--- src/rtl/mem_stage_lsu.sv ---
// Memory-stage load/store unit: turns the M-stage access into a req/ready
// bus transaction, stalls the pipeline until it completes, and formats lanes.
//
// state | meaning
// IDLE  | no transaction; a clean access raises stallm and launches next edge
// BUSY  | dmem_req high, waiting for dmem_ready or timeout
// DONE  | one-cycle release so the instruction advances to WB
module mem_stage_lsu #(
    parameter int TIMEOUT = 255,
    parameter int TO_W    = 8
) (
    input  logic        clk,
    input  logic        reset,
    input  logic        memwritem,
    input  logic [1:0]  resultsrcm,
    input  logic [2:0]  funct3m,
    input  logic [31:0] aluresultm,
    input  logic [31:0] writedatam,
    input  logic        dmem_ready,
    input  logic [31:0] dmem_rdata,
    output logic        dmem_req,
    output logic        dmem_we,
    output logic [31:0] dmem_addr,
    output logic [31:0] dmem_wdata,
    output logic [3:0]  dmem_be,
    output logic [31:0] readdatam,
    output logic        stallm,
    output logic        misalignm,
    output logic        buserrm
);

    localparam logic [1:0] IDLE = 2'd0;
    localparam logic [1:0] BUSY = 2'd1;
    localparam logic [1:0] DONE = 2'd2;

    logic [1:0]      state;
    logic [TO_W-1:0] cnt;
    logic            we_q;
    logic [31:0]     addr_q;
    logic [31:0]     wdata_q;
    logic [3:0]      be_q;
    logic [2:0]      f3_q;
    logic [1:0]      off_q;

    logic            access, f3_ok, aligned, fault, start, busy, timeout;
    logic [3:0]      be_n;
    logic [31:0]     wdata_n;

    always_comb begin
        access = memwritem | (resultsrcm == 2'b01);
        f3_ok  = 1'b0;
        case (funct3m)
            3'b000, 3'b001, 3'b010: f3_ok = 1'b1;
            3'b100, 3'b101:         f3_ok = ~memwritem;
            default:                f3_ok = 1'b0;
        endcase
        aligned = 1'b1;
        case (funct3m[1:0])
            2'b01:   aligned = ~aluresultm[0];
            2'b10:   aligned = (aluresultm[1:0] == 2'b00);
            default: aligned = 1'b1;
        endcase
        fault   = access & (~f3_ok | ~aligned);
        start   = (state == IDLE) & access & ~fault;
        busy    = (state == BUSY);
        timeout = busy & ~dmem_ready & (cnt == TO_W'(TIMEOUT - 1));
    end

    // Loads always read the whole word; lanes are picked on return.
    always_comb begin
        be_n    = 4'b1111;
        wdata_n = 32'h0;
        if (memwritem) begin
            case (funct3m[1:0])
                2'b00: begin
                    be_n    = 4'b0001 << aluresultm[1:0];
                    wdata_n = {4{writedatam[7:0]}};
                end
                2'b01: begin
                    be_n    = aluresultm[1] ? 4'b1100 : 4'b0011;
                    wdata_n = {2{writedatam[15:0]}};
                end
                default: begin
                    be_n    = 4'b1111;
                    wdata_n = writedatam;
                end
            endcase
        end
    end

    function automatic logic [31:0] load_ext(input logic [2:0] f3, input logic [1:0] off,
                                             input logic [31:0] w);
        logic [7:0]  b;
        logic [15:0] h;
        b = w[8*off +: 8];
        h = off[1] ? w[31:16] : w[15:0];
        case (f3)
            3'b000:  load_ext = {{24{b[7]}}, b};
            3'b001:  load_ext = {{16{h[15]}}, h};
            3'b100:  load_ext = {24'h0, b};
            3'b101:  load_ext = {16'h0, h};
            default: load_ext = w;
        endcase
    endfunction

    always_ff @(posedge clk or negedge reset) begin
        if (!reset) begin
            state     <= IDLE;
            cnt       <= '0;
            we_q      <= 1'b0;
            addr_q    <= 32'h0;
            wdata_q   <= 32'h0;
            be_q      <= 4'h0;
            f3_q      <= 3'h0;
            off_q     <= 2'h0;
            readdatam <= 32'h0;
            buserrm   <= 1'b0;
        end else begin
            case (state)
                IDLE: begin
                    buserrm <= 1'b0;
                    cnt     <= '0;
                    if (start) begin
                        we_q    <= memwritem;
                        addr_q  <= {aluresultm[31:2], 2'b00};
                        wdata_q <= wdata_n;
                        be_q    <= be_n;
                        f3_q    <= funct3m;
                        off_q   <= aluresultm[1:0];
                        state   <= BUSY;
                    end
                end
                BUSY: begin
                    if (dmem_ready) begin
                        if (!we_q) readdatam <= load_ext(f3_q, off_q, dmem_rdata);
                        cnt   <= '0;
                        state <= DONE;
                    end else if (timeout) begin
                        readdatam <= 32'h0;
                        buserrm   <= 1'b1;
                        cnt       <= '0;
                        state     <= DONE;
                    end else begin
                        cnt <= cnt + TO_W'(1);
                    end
                end
                default: begin
                    buserrm <= 1'b0;
                    cnt     <= '0;
                    state   <= IDLE;
                end
            endcase
        end
    end

    assign dmem_req   = busy;
    assign dmem_we    = busy & we_q;
    assign dmem_addr  = busy ? addr_q  : 32'h0;
    assign dmem_wdata = busy ? wdata_q : 32'h0;
    assign dmem_be    = busy ? be_q    : 4'h0;
    assign stallm     = reset & (start | busy);
    assign misalignm  = reset & (state == IDLE) & fault;

endmodule

--- config.mk ---
export PLATFORM = sky130hd
export DESIGN_NAME = mem_stage_lsu
export DESIGN_NICKNAME = d
export VERILOG_FILES = /design/src/rtl/mem_stage_lsu.sv
export SDC_FILE = /design/constraint.sdc
export NUM_CORES = 1
export LEC_CHECK = 0
export CORE_MARGIN = 10
export CORE_UTILIZATION = 41
export CTS_BUF_LIST = sky130_fd_sc_hd__clkbuf_8 sky130_fd_sc_hd__clkbuf_16
export CTS_CLUSTER_DIAMETER = 150
export DETAILED_ROUTE_END_ITERATION = 8
export GPL_TIMING_DRIVEN = 0
export PLACE_DENSITY = 0.83
export SKIP_LAST_GASP = 1
export SYNTH_ARGS = -nofsm -noshare
export SYNTH_HDL_FRONTEND = slang
export SYNTH_SLANG_ARGS = --single-unit
--- constraint.sdc ---
create_clock -name clk -period 2 [get_ports clk]
set_input_delay 0.4 -clock clk [delete_from_list [all_inputs] [get_ports clk]]
set_output_delay 0.4 -clock clk [all_outputs]
set_load 0.01 [all_outputs]
### Yosys cells after proc, flatten, opt, wreduce, memory -nomap -nowiden

Cells that the tools add are included.
W data, S select, Z words.

| word-level totals | value |
|---|---|
| input bits | 105 |
| ROM bits | 0 |
| RAM bits | 0 |
| latch bits | 0 |
| output and inout port bits | 105 |
| memories | 0 |
| word-level logic and storage cells | 85 |
| bits in registers | 115 |

| operators by class | value |
|---|---|
| bitwise operators | 18 |
| multiply operators | 0 |
| reduce and logical (&&, ||, !) cells | 12 |
| $lt $le $gt $ge | 0 |
| equal/unequal tests | 17 |
| add/sub/neg operators | 1 |
| muxes and demuxes | 25 |
| divide/modulo/power cells | 0 |
| shift operators | 2 |

Operator list:

| operator | number |
|---|---|
| $mux W32 | 6 |
| $pmux W32 S4 | 1 |
| $pmux W32 S2 | 1 |
| $shiftx A32 B6 Y8 | 1 |
| $mux W8 | 3 |
| $mux W16 | 1 |
| $eq A3 B3 Y1 const B | 4 |
| $mux W4 | 3 |
| $and A1 B1 Y1 | 9 |
| $add A8 B1 Y8 const B | 1 |
| $eq A8 B8 Y1 const B | 1 |
| $pmux W4 S2 | 1 |
| $eq A2 B1 Y1 const B | 3 |
| $eq A3 B1 Y1 const B | 2 |
| $logic_not A2 Y1 | 3 |
| $logic_not A3 Y1 | 2 |
| $mux W2 | 3 |
| $ne A2 B2 Y1 const B | 3 |
| $not A1 Y1 | 6 |
| $reduce_and A2 Y1 | 3 |
| $pmux W1 S2 | 2 |
| $pmux W2 S2 | 1 |
| $shl A1 B2 Y4 const A | 1 |
| $eq A3 B2 Y1 const B | 1 |
| 9 further kinds | 13 |

### Depth between registers and ports, before layout

Gate-level depths: netlist of run 1.

| depth | value |
|---|---|
| word-level depth | 10 |
| mapped depth | 9 |
| depth with buffers taken out | 6 |

### Worst setup path before layout of run 1

OpenSTA, ideal clock, no wires.

| timing | value |
|---|---|
| path type | input port to output port |
| from | in funct3m[1] |
| to | out stallm |
| stages on the path | 9 |
| data arrival time | 1,803 ps |
| buffers on the path | 3 |
| data required time | 1,600 ps |
| path slack | -203 ps |
| path through | inv_1 -> ha_1 -> buf_2 -> nor3_1 -> o22ai_1 -> nand3_1 -> buf_2 -> buf_2 -> a21boi_0 |

| on the way | value |
|---|---|
| word-level cells in the longest chain between the ends | 10 |
| elaborated cells between the ends (all ways) | 19 |
| those cells by class | eq/ne (6); mux (2); bitwise (8); reduce/logical (3) |

Ends and longest elaborated chain:

| item | RTL line | RTL |
|---|---|---|
| start, declared | 16 | `input logic [2:0] funct3m,` |
| $eq A3 B1 Y1, or another cell as far along | 52 | `case (funct3m)` |
| $reduce_or A3 Y1 or $reduce_or A2 Y1 (tied branches) | 52 |  |
| $pmux W1 S2 | 52 |  |
| $not A1 Y1 | 63 | `fault = access & (~f3_ok \| ~aligned);` |
| $or A1 B1 Y1 * | 63 |  |
| $and A1 B1 Y1 * | 63 |  |
| $not A1 Y1 * | 64 | `start = (state == IDLE) & access & ~fault;` |
| $and A1 B1 Y1 * | 64 |  |
| $or A1 B1 Y1 * | 161 | `assign stallm = reset & (start \| busy);` |
| $and A1 B1 Y1 * | 161 |  |
| end, declared | 27 | `output logic stallm,` |

Every way passes the cells marked *; elsewhere a longest branch is shown, timed or not.

### Worst setup path after layout of run 1

| timing | value |
|---|---|
| from | in resultsrcm[0] |
| to | out stallm |

| on the way | value |
|---|---|
| word-level cells in the longest chain between the ends | 7 |
| elaborated cells between the ends (all ways) | 8 |
| those cells by class | eq/ne (1); bitwise (7) |

Ends and longest elaborated chain:

| item | RTL line | RTL |
|---|---|---|
| start, declared | 15 | `input logic [1:0] resultsrcm,` |
| $eq A2 B1 Y1 * | 50 | `access = memwritem \| (resultsrcm == 2'b01);` |
| $or A1 B1 Y1 * | 50 |  |
| $and A1 B1 Y1 | 63 |  |
| $not A1 Y1 | 64 |  |
| $and A1 B1 Y1 * | 64 |  |
| $or A1 B1 Y1 * | 161 |  |
| $and A1 B1 Y1 * | 161 |  |

Marks and branches as above.

==> results.json, run 1 <==
{
  "first_pass_iters": 5,
  "io_buffers": 207,
  "p_clk_share_pct": 28.2,
  "worstSetupStartpointType": "primary input",
  "numCtsBuffers": 17,
  "place_area_mm2": 0.008243,
  "ys_top_cells_by_count": "dfrtp_1 (115), and2_1 (64), nor2_1 (61), mux2_1 (48), nand2_1 (33)",
  "drcViolationCount": 0,
  "max-vdd-ir-drop_uv": 593.8,
  "worstSkewPairLatency_ps": 420,
  "r2r-start": "off_q[0]",
  "fin_crit_sh_pct": 102.8,
  "gp_congestion": 0.9010,
  "pre_cts_ws_ps": -1306,
  "cp-startpoint": "resultsrcm[0]",
  "cts.path.max_buffers": 2,
  "grt_pass1_wl_um": 30990,
  "synth_edf_count": 0,
  "comb_power_share_pct": 37.2,
  "dieArea_mm2": 0.01957,
  "routed_via_density": 5.295,
  "die_h_um": 139.9,
  "finalNetCount": 903,
  "syn_area_mm2": 0.005892,
  "grt_pass1_vias": 5594,
  "pwr_density_cell_mw_per_mm2": 1222,
  "p_sw_share_pct": 32.41,
  "cp_max_fo": 4,
  "synth_area_leader_cell": "dfrtp_1",
  "clock.fmax_ghz": 0.4862,
  "final_area_mm2": 0.009055,
  "hold_slack_ps": -180.3,
  "synthTopCellsByArea": "dfrtp_1 (49%), mux2_1 (9.2%), and2_1 (6.8%)",
  "fp-row-count": 43,
  "drive_gt1_share_pct": 27.67,
  "ys_ff_latch": 115,
  "hpwlAfterDp_um": 14940,
  "power.leakage_nw": 4.115,
  "violations": "negative hold slack, negative setup slack",
  "synthArstFlopShare_pct": 100.0,
  "antenna_found_initial": 2,
  "ant_nets": 0,
  "pwr-share-seq_pct": 34.6,
  "via_count": 5231,
  "htree_levels": 4,
  "grt_max_degree": 100,
  "drv_cap": 0,
  "finClkSkew_ps": 10.51,
  "start_util_pct": 42.12,
  "die_x_um": 139.9,
  "min_period_ps": 2057,
  "wl_um": 19920,
  "setup_ws_ps": -56.59,
  "worst_pin_slew_ps": 520.0,
  "synth_top_area_share_pct": 48.84,
  "internal_power_mw": 7.476,
  "cp.required_ps": 1600,
  "outcome": "complete, but fails checks",
  "synth.distinct_cells": 46,
  "io-pin-count": 210,
  "syn_area_per_cell_um2": 10.75,
  "post-route-util_pct": 64.73,
  "drt_iter0_drc": 284,
  "wl_per_cell_um": 20.16,
  "rsz0062_at_grt": "true",
  "cp-end-kind": "output port",
  "p_sw_mw": 3.585,
  "setup_viol": 3,
  "cts.sinks": 115,
  "crit_arrival_ps": 1660,
  "syn_inst": 548,
  "grt_overflow_total": 0,
  "flow.area_growth_from_synthesis_pct": 53.68,
  "power_mw": 11.06,
  "yosys_warnings": 0,
  "finalHoldViolations": 17,
  "hold_path_class": "in -> async",
  "coreArea_mm2": 0.01399,
  "tritoncts": "built",
  "cts-root-buf": "clkbuf_16",
  "finalMaxSlewViolations": 0,
  "slew-limit-headroom_pct": 65.33,
  "ys_seq_area_share_pct": 48.84,
  "path_clk_slew_ps": 60,
  "critical_path_class": "in -> out",
  "synth_top_flop_cell": "dfrtp_1",
  "yosysMostFrequentCell": "dfrtp_1",
  "grt_usage_pct": 19.66
}
## cell type report
type / count / area [µm²]
fill: 1109 / 4933
antenna: 2 / 5.005
sequential: 115 / 2878
clock inverter: 15 / 182.7
multi-input combinational: 377 / 2934
buffer: 36 / 246.5
inverter: 17 / 83.83
timing repair buffer: 229 / 2074
tap: 180 / 225.2
clock buffer: 17 / 425.4
## kinds of logic after synthesis
group / after synthesis / synth area share [%]
AOI/OAI and AO/OA: 96 / 13.42
buffers and inverters: 57 / 4.438
DFF: 115 / 48.84
xor gates and xnor gates: 6 / 0.8919
other: 1 / 0.06365
and+or+nand+nor: 185 / 15.63
muxes: 83 / 15.65
adders and majority gates: 5 / 1.062
## what timing repair did
action                     in CTS  in global routing
hold endpoints to repair       17                 17
buffers inserted               11                  8
pin swaps                       5                 10
setup endpoints to repair     153                101
gates resized for setup       239                128
gates cloned                    1                  2
## power groups by stage
stage	Combinational, mW	Clock [mW]	Sequential, mW
after CTS	4.04	3.15	3.82
after detailed placement	3.97	0	3.84
after global routing	4.45	3.27	3.94
final	4.11	3.12	3.83
after global placement	3.87	0	3.78
after floorplan	2.01	0	3.82
## path summary, 6_finish.rpt
| path | cells past startpoint | to | slack [ps] |
|---|---|---|---|
| setup / recovery | 7 | stallm | -60 |
| hold / removal | 1 | wdata_q[21] | -180 |
| setup reg to reg | 5 | readdatam[31] | 130 |
| hold reg to reg | 1 | addr_q[10] | 480 |
| max in group asynchronous | 2 | addr_q[23] | 1440 |
| min in group clk | 3 | f3_q[0] | 340 |
## placed cells by master, fill, tap and decap left out, types with 19 or more instances in the layout
| cell | instances |
|---|---|
| buf_4 | 23 |
| mux2_2 | 25 |
| mux2_1 | 48 |
| clkdlybuf4s50_1 | 131 |
| and2_1 | 49 |
| dfrtp_1 | 115 |
| clkbuf_16 | 19 |
| clkbuf_2 | 33 |
| nor2_1 | 58 |
| buf_2 | 31 |
| buf_6 | 20 |
| nand2_1 | 33 |
## critical path: stages
cell and delay, ps:
clkdlybuf4s50_1 460, nor2b_4 140, o21a_1 170, nand3_4 110
buf_12 150, a21boi_2 90, buf_2 140
## per-layer routing
layer  vias to the layer above  routed length, µm  track usage [%]
li1                       2395                  -                -
met1                      2560               7795            22.42
met2                       244               9816            32.49
met3                        32               1875            8.404
met4                         0                427            6.304
met5                         -                  0                0
## through the flow
step	TNS, ps	std cells
2_1_floorplan	0	549
3_3_place_gp	-522810	936
3_5_place_dp	-77200	937
4_1_cts	-4160	981
5_1_grt	-949.5	988
6_report	-73.94	988
## registers in the layout, summed over array words and instances (netlist names)
register,cells
state,2
buserrm,1
addr_q,30
readdatam,32
cnt,8
wdata_q,32
f3_q,3
we_q,1
be_q,4
off_q,2
Note: power is estimated with default switching activity, not from simulation.
==> run 2: changes to the inputs <==
--- a/config.mk
+++ b/config.mk
@@ -12,6 +12,7 @@
 export DETAILED_ROUTE_END_ITERATION = 8
 export GPL_TIMING_DRIVEN = 0
 export PLACE_DENSITY = 0.83
+export RECOVER_POWER = 100
 export SKIP_LAST_GASP = 1
 export SYNTH_ARGS = -nofsm -noshare
 export SYNTH_HDL_FRONTEND = slang
==> results of run 2 <==
The final DEF is identical to that of run 1; final timing and power are the same.
==> run 3: changes to the inputs <==
--- a/config.mk
+++ b/config.mk
@@ -5,8 +5,10 @@
 export SDC_FILE = /design/constraint.sdc
 export NUM_CORES = 1
 export LEC_CHECK = 0
+export CELL_PAD_IN_SITES_DETAIL_PLACEMENT = 0
+export CELL_PAD_IN_SITES_GLOBAL_PLACEMENT = 1
 export CORE_MARGIN = 10
-export CORE_UTILIZATION = 41
+export CORE_UTILIZATION = 31
 export CTS_BUF_LIST = sky130_fd_sc_hd__clkbuf_8 sky130_fd_sc_hd__clkbuf_16
 export CTS_CLUSTER_DIAMETER = 150
 export DETAILED_ROUTE_END_ITERATION = 8
==> run 3 against run 2 <==
The run still ends with negative hold slack, negative setup slack left. Setup slack worse by 24 ps. First-iteration DRC count down 27%. Sequential share of layout area down 2.0 points. Total power up 2.7%. Worst hold slack better by 100 ps. Design area up 6.6%. Non-clock buffer count up 16. Maximum frequency down 1.1%. Global-route usage down 3.3 points. Highest routed layer unchanged.
==> results.json, run 3 (same netlist as run 1, synthesis figures left out) <==
{
  "critical_path_class": "in -> out",
  "max-vdd-ir-drop_uv": 610.4,
  "rsz0062_at_grt": "true",
  "crit_arrival_ps": 1680,
  "hold_path_class": "in -> async",
  "fin_setup_tns_ps": -804.1,
  "hpwlAfterDp_um": 14870,
  "antenna_found_initial": 4,
  "die_h_um": 157.9,
  "power.leakage_nw": 4.339,
  "layout_commonest_cell": "clkdlybuf4s50_1",
  "met2_length_um": 10160,
  "gp_congestion": 0.8324,
  "finalMaxSlewViolations": 0,
  "path_clk_slew_ps": 50,
  "htree_levels": 4,
  "worstSkewPairLatency_ps": 410,
  "grt_pass1_wl_um": 31320,
  "finalHoldViolations": 51,
  "violations": "negative hold slack, negative setup slack",
  "ant_nets": 0,
  "fp-row-count": 50,
  "flow.area_growth_from_synthesis_pct": 63.88,
  "first_pass_iters": 4,
  "worst_pin_slew_ps": 583.2,
  "pwr_density_cell_mw_per_mm2": 1177,
  "cp.required_ps": 1600,
  "worstSetupStartpointType": "primary input",
  "wl_um": 20660,
  "dieArea_mm2": 0.02492,
  "grt_max_degree": 54,
  "wl_met1_um": 8599,
  "min_period_ps": 2080,
  "dp.cells": 991,
  "fin_crit_sh_pct": 104.0,
  "cp-end-kind": "output port",
  "dr_wl_met3_um": 1618,
  "cts.sinks": 115,
  "hold_slack_ps": -77.10,
  "tritoncts": "built",
  "grt_overflow_total": 0,
  "drv_cap": 0,
  "slew-limit-headroom_pct": 61.12,
  "drive_gt1_share_pct": 31.92,
  "grt_pass1_vias": 5330,
  "finClkSkew_ps": 5.655,
  "grt_usage_pct": 16.31,
  "cp_max_fo": 8,
  "start_util_pct": 31.50,
  "final_cell_mix": "clkdlybuf4s50_1 (129), dfrtp_1 (115), nor2_1 (59)",
  "setup_viol": 20,
  "finalNetCount": 921,
  "clock.fmax_ghz": 0.4807,
  "final_area_mm2": 0.009656,
  "post-route-util_pct": 51.62,
  "coreArea_mm2": 0.01871,
  "place_area_mm2": 0.008310,
  "routed_via_density": 4.843,
  "drcViolationCount": 0,
  "cts-root-buf": "clkbuf_16",
  "outcome": "complete, but fails checks",
  "io-pin-count": 210,
  "setup_ws_ps": -80.17,
  "cts.path.max_buffers": 2,
  "reg.largest.list": "readdatam (32), wdata_q (32), addr_q (30)",
  "die_x_um": 157.9,
  "io_buffers": 207,
  "routed.top_layer": "met4",
  "wl_per_cell_um": 19.46,
  "final_cells": 1062,
  "drt_iter0_drc": 207,
  "numCtsBuffers": 17,
  "via_count": 5143
}
[run 3: per-stage QoR]
stage	power [mW]	setup slack, ps
finish	11.36	-80.17
detailed placement	7.811	-1293
CTS	11.19	-256.9
global route	12.02	-163.1
floorplan	5.822	2.828
global placement	7.712	-4646
[run 3: final cells by class]
type | instances | area, µm²
antenna | 4 | 10.01
buffer | 39 | 337.8
clock buffer | 18 | 439.2
clock inverter | 14 | 131.4
fill | 1677 | 9050
inverter | 17 | 95.09
multi-input combinational | 377 | 2978
sequential | 115 | 2878
tap | 234 | 292.8
timing repair buffer | 242 | 2469
timing repair inverter | 2 | 25.02
[run 3: power breakdown]
part | total [mW] | internal (mW) | switching [mW]
clock network | 2.94 | 1.75 | 1.19
logic | 4.60 | 2.60 | 2.00
registers | 3.82 | 3.30 | 0.516
total | 11.4 | 7.66 | 3.71
[run 3: routing by layer]
metal / global-route usage (%) / vias up
met5: 0 / -
met4: 3.695 / 0
met3: 5.672 / 19
met2: 27.78 / 165
met1: 19.31 / 2511
li1: - / 2448
[run 3: worst paths after layout]
path / start / endpoint / slack, ps / depth (start not counted)
worst min-delay path: reset / readdatam[28] / -80 / 1
worst max register to register: state[1] / readdatam[20] / 120 / 8
min in group clk: funct3m[0] / f3_q[0] / 280 / 2
worst min register to register: readdatam[7] / readdatam[7] / 480 / 1
worst max-delay path: funct3m[0] / stallm / -80 / 9
max in group asynchronous: reset / addr_q[19] / 1360 / 2
[run 3: timing repair]
action,4_1_cts,5_1_grt
cloned,8,0
endpoints found under the hold margin,51,51
pin swaps,11,31
endpoints found under the setup margin,169,147
buffers inserted,18,12
resized for setup,354,100
[run 3: critical path, stage by stage]
cell and delay, ps:
buf_4 140, inv_4 70, ha_4 140, inv_2 40, o311ai_4 280, nand3_2 160
buf_8 170, a21boi_2 120, buf_2 150
